===== config.mk =====
export PLATFORM = sky130hd
export DESIGN_NAME = alu_operand_latch
export DESIGN_NICKNAME = d
export VERILOG_FILES = /design/src/rtl/alu_operand_latch.sv
export SDC_FILE = /design/constraint.sdc
export NUM_CORES = 1
export LEC_CHECK = 0
export BUFFER_PORTS_ARGS = -buffer_cell sky130_fd_sc_hd__clkbuf_2
export CORE_ASPECT_RATIO = 1.25
export CORE_MARGIN = 2
export CORE_UTILIZATION = 52
export CTS_CLUSTER_SIZE = 8
export DETAILED_ROUTE_END_ITERATION = 8
export PLACE_DENSITY = 0.8
export SETUP_SLACK_MARGIN = 0.05
export SYNTH_ARGS = -nofsm -noshare
export SYNTH_HDL_FRONTEND = slang
export SYNTH_SLANG_ARGS = --single-unit

===== constraint.sdc =====
create_clock -name clock -period 4.1 [get_ports clock]
set_input_delay 0 -clock clock [delete_from_list [all_inputs] [get_ports clock]]
set_output_delay 0 -clock clock [all_outputs]
set_load 0.03 [all_outputs]

===== src/rtl/alu_operand_latch.sv =====
// alu_operand_latch: collects operand A, then operand B plus an op code,
// from a shared 8-bit databus. It then holds the complete operation stable
// for the ALU until the result latch grabs it. It also counts completed
// grabs and keeps a sticky flag for loads that were dropped while an
// operation was waiting to be grabbed.
module alu_operand_latch (
    input  logic       clock,
    input  logic       reset,
    input  logic [7:0] bus_in,
    input  logic       load,
    input  logic [2:0] op_in,
    input  logic       abort,
    input  logic       grab,
    output logic [7:0] operand_a,
    output logic [7:0] operand_b,
    output logic [2:0] op_out,
    output logic       valid,
    output logic       busy,
    output logic       overrun,
    output logic [7:0] op_count
);

    localparam logic [1:0] IDLE   = 2'b00;
    localparam logic [1:0] WAIT_B = 2'b01;
    localparam logic [1:0] ISSUE  = 2'b10;

    logic [1:0] state;
    logic [1:0] next_state;
    logic       capture_a;
    logic       capture_b;
    logic       count_inc;
    logic       set_overrun;

    // Decide the next state and which registers update; abort outranks grab, which outranks load
    always_comb begin
        next_state  = state;
        capture_a   = 1'b0;
        capture_b   = 1'b0;
        count_inc   = 1'b0;
        set_overrun = 1'b0;
        case (state)
            IDLE: begin
                if (!abort && load) begin
                    capture_a  = 1'b1;
                    next_state = WAIT_B;
                end
            end
            WAIT_B: begin
                if (abort) begin
                    next_state = IDLE;
                end else if (load) begin
                    capture_b  = 1'b1;
                    next_state = ISSUE;
                end
            end
            ISSUE: begin
                if (abort) begin
                    next_state = IDLE;
                end else if (grab) begin
                    count_inc = 1'b1;
                    if (load) begin
                        capture_a  = 1'b1;
                        next_state = WAIT_B;
                    end else begin
                        next_state = IDLE;
                    end
                end else if (load) begin
                    set_overrun = 1'b1;
                end
            end
            default: begin
                next_state = IDLE;
            end
        endcase
    end

    // State register plus the registered valid/busy flags, which follow the state being entered
    always_ff @(posedge clock) begin
        if (reset) begin
            state <= IDLE;
            valid <= 1'b0;
            busy  <= 1'b0;
        end else begin
            state <= next_state;
            valid <= (next_state == ISSUE);
            busy  <= (next_state != IDLE);
        end
    end

    // Operand and op-code registers; abort leaves the old values in place
    always_ff @(posedge clock) begin
        if (reset) begin
            operand_a <= 8'h00;
            operand_b <= 8'h00;
            op_out    <= 3'd0;
        end else begin
            if (capture_a) begin
                operand_a <= bus_in;
            end
            if (capture_b) begin
                operand_b <= bus_in;
                op_out    <= op_in;
            end
        end
    end

    // Grab counter (wraps silently) and sticky overrun flag
    always_ff @(posedge clock) begin
        if (reset) begin
            op_count <= 8'h00;
            overrun  <= 1'b0;
        end else begin
            if (count_inc) begin
                op_count <= op_count + 8'd1;
            end
            if (set_overrun) begin
                overrun <= 1'b1;
            end
        end
    end

endmodule


==> key figures <==
Status
  – Status: finished, final reports clean

Synth
  – Sequential element share of the synthesized area: 49.71%
  – Largest area contributor in the netlist: dfxtp_1
  – Share of synthesized area spent on multiplexers: 1.650%
  – Synthesized area: 0.001289 sq mm
  – Fraction of registers with async set or reset after synthesis: 0%
  – Post-synth top flop: dfxtp_1
  – Post-synth top cells: 32 x dfxtp_1, 27 x a21oi_1, 24 x nand2_1, 9 x nand3_1, 9 x o21ai_0
  – Top cell type's share of synthesized area: 49.71%
  – Area contributors post-synth: dfxtp_1 50%, a21oi_1 10%, nand2_1 7.0%
  – Simple-gate portion of the synthesized area: 24.17%
  – Yosys reg bits: 32
  – Synth Instances: 148
  – Number of flops mapped to enable cells by yosys: 0
  – Largest family of logic cells by synthesized area: simple AND/OR/NAND/NOR gates
  – Most common cell in the netlist: dfxtp_1
  – Syn_area_per_cell: 8.708 sq um
  – Ys Warns: 0
  – Synth cell types: 30
  – Compound-Gate Fraction of Synth Area: 17.48%
  – Adder-Cell Fraction of Synth Area: 0.9709%
  – Xor and xnor area share after synthesis: 0.6796%
  – Post-Synthesis Net Count: 165

Clock tree
  – TritonCTS buffer count: 5
  – Clk Latency, worst-skew pair: 0.34 ns
  – # clock sinks: 32
  – Longest Clk Path Bufs: 2
  – CTS H-tree depth: 2
  – Post-CTS Setup Bufs: 0
  – CTS tree: built
  – CTS root buf: clkbuf_4
  – CTS clk-pin slew, worst paths: 0.09 ns

Setup path
  – Critical path's largest stage delay: 0.41 ns
  – Worst setup EP type: flop
  – CP max FO: 13
  – CP cell instances: nand4bb_4 > nor4_1 > mux2_2
  – Crit-path slowest cell: dfxtp_1
  – Setup Crit Path Kind: reg2reg
  – Crit start category: flop
  – Worst path required time: 4.33 ns
  – Crit path DAT: 1.82 ns
  – Worst path bufs/invs: 0
  – CP delay by family, top: simple AND/OR/NAND/NOR gates

Floorplan
  – Die H: 59.66 um
  – # IOs: 46
  – # rows: 20
  – Die area: 0.002895 sq mm
  – Die Width: 48.53 um
  – Initial core utilization: 53.65%
  – Core area: 0.002402 sq mm

Placement
  – Worst slack at placement: 2.537 ns
  – I/O Buffers: 45
  – Placed wire-length estimate: 2261 um
  – DP Area: 0.001509 sq mm
  – GP Congestion: 0.7675

Power
  – VDD IR-drop max: 0.2990 mV
  – PwrDens: 325.8 mW/mm^2
  – Static Leak: 0.6702 nW

Global routing
  – GRT Residual Overflow: 0
  – Largest net degree at the start of global routing: 34
  – First-pass GRT wire length: 5306 um
  – Vias in the first global route: 1235
  – Overall global routing resource usage: 24.86%
  – Initial antenna violation count: 0

Timing
  – Final Setup Violations: 0
  – Final worst-path cycle share: 38.81%
  – Max Clock Freq: 628.5 MHz
  – Clock Skew: 0.008914 ns
  – Slew @ Worst Pin: 0.6389 ns
  – RSZ-0062 raised after global routing: no
  – Max-slew headroom: 57.41%
  – Slew Viols, Final: 0
  – Final Hold Fails: 0
  – Setup TNS: 0 ns
  – Final worst slack: 2.509 ns
  – Minimum clock period: 1.591 ns

Layout
  – Cell area after layout: 0.001675 sq mm
  – # fillers: 220
  – Nets@finish: 220
  – # diodes: 0
  – Share of cells above drive strength 1: 27.59%
  – Area grow syn2layout: 30.00%

Drt
  – DRT Pass-1 Iters: 4
  – Iteration-0 DRC Markers: 46
  – WL/cell: 14.25 um
  – Routed Antenna Nets: 0
  – Final WL: 3362 um
  – Total number of vias: 1289
  – Vias per cell: 5.462
  – DR DRC count: 0

Run
  – Max Cap Viol: 0

Min path
  – Hold/Removal Path Class: in2reg
==> area by class of cell <==
type	count	area [sq um]	share of cell area [%]
Inverter	4	15.01	0.8962
Sequential cell	32	640.6	38.24
Clock inverter	1	5.005	0.2987
Timing Repair Buffer	58	352.8	21.06
Multi-Input combinational cell	102	579.3	34.58
Clock buffer	6	41.29	2.465
Tap cell	33	41.29	2.465
==> sequential cells by signal, summed over array words and instances (netlist names) <==
| signal | flops |
|---|---|
| operand_a | 8 |
| operand_b | 8 |
| state | 2 |
| op_out | 3 |
| valid | 1 |
| overrun | 1 |
| op_count | 8 |
| busy | 1 |
==> cell usage in the layout (no fill, tap or decap), types with 2 or more instances in the layout <==
cell,n
a21oi_1,27
or3_1,2
nor2_1,4
or4_1,4
o21ai_0,9
o31ai_1,4
inv_1,4
clkbuf_4,5
nor3_1,2
dlygate4sd3_1,12
clkbuf_2,45
nor2b_1,2
nand2_1,24
dfxtp_1,32
nand3_1,9
==> repair_timing <==
action                    CTS  global route
gates resized for setup     0             0
hold buffers               12             0
hold endpoints to repair   21             0
==> cells by family after synthesis <==
kind of cell | Yosys count
muxes | 2
buffers and inverters | 14
xor gates and xnor gates | 1
adders and majority gates | 1
and+or+nand+nor | 56
AOI/OAI and AO/OA | 42
DFF | 32
==> per-layer routing <==
metal / up-vias / part of all wire (%) / track usage (%)
met2: 49 / 57 / 51.39
met3: 8 / 5.2 / 5.000
met1: 604 / 36 / 22.81
met4: 0 / 2.2 / 13.47
li1: 628 / - / -
met5: - / 0 / 0
==> final timing paths <==
check | start | endpoint | slack [ns] | cells after the start
worst max-delay path | state[0]$_SDFF_PP0_ | op_count[7]$_SDFFE_PP0P_ | 2.51 | 3
worst min-delay path | load | state[0]$_SDFF_PP0_ | 0.07 | 3
worst max register to register | state[0]$_SDFF_PP0_ | op_count[7]$_SDFFE_PP0P_ | 2.51 | 3
worst min register to register | op_out[1]$_SDFFE_PP0P_ | op_out[1]$_SDFFE_PP0P_ | 0.46 | 2
==> worst register-to-register path: stages, from the launching register on <==
cell and delay [ns]:
dfxtp_1 0.41, nand4bb_4 0.33, nor4_1 0.37, mux2_2 0.37
==> per-stage QoR <==
stage / hold WS (ns) / std cells / util [%] / total power [mW]
floorplan: 0.07931 / 148 / - / 0.3574
global placement: 0.2255 / 217 / 62.81 / 0.3750
detailed placement: 0.2326 / 217 / 62.81 / 0.3769
CTS: 0.07066 / 236 / 69.74 / 0.5470
global route: 0.1149 / 236 / 69.74 / 0.5673
finish: 0.07459 / 236 / 69.74 / 0.5458
==> power breakdown <==
part | internal (mW) | switching, mW
combinational | 0.0240 | 0.0346
clock | 0.0630 | 0.103
sequential | 0.317 | 0.00433
No activity file was read; power rests on OpenSTA's default activity.
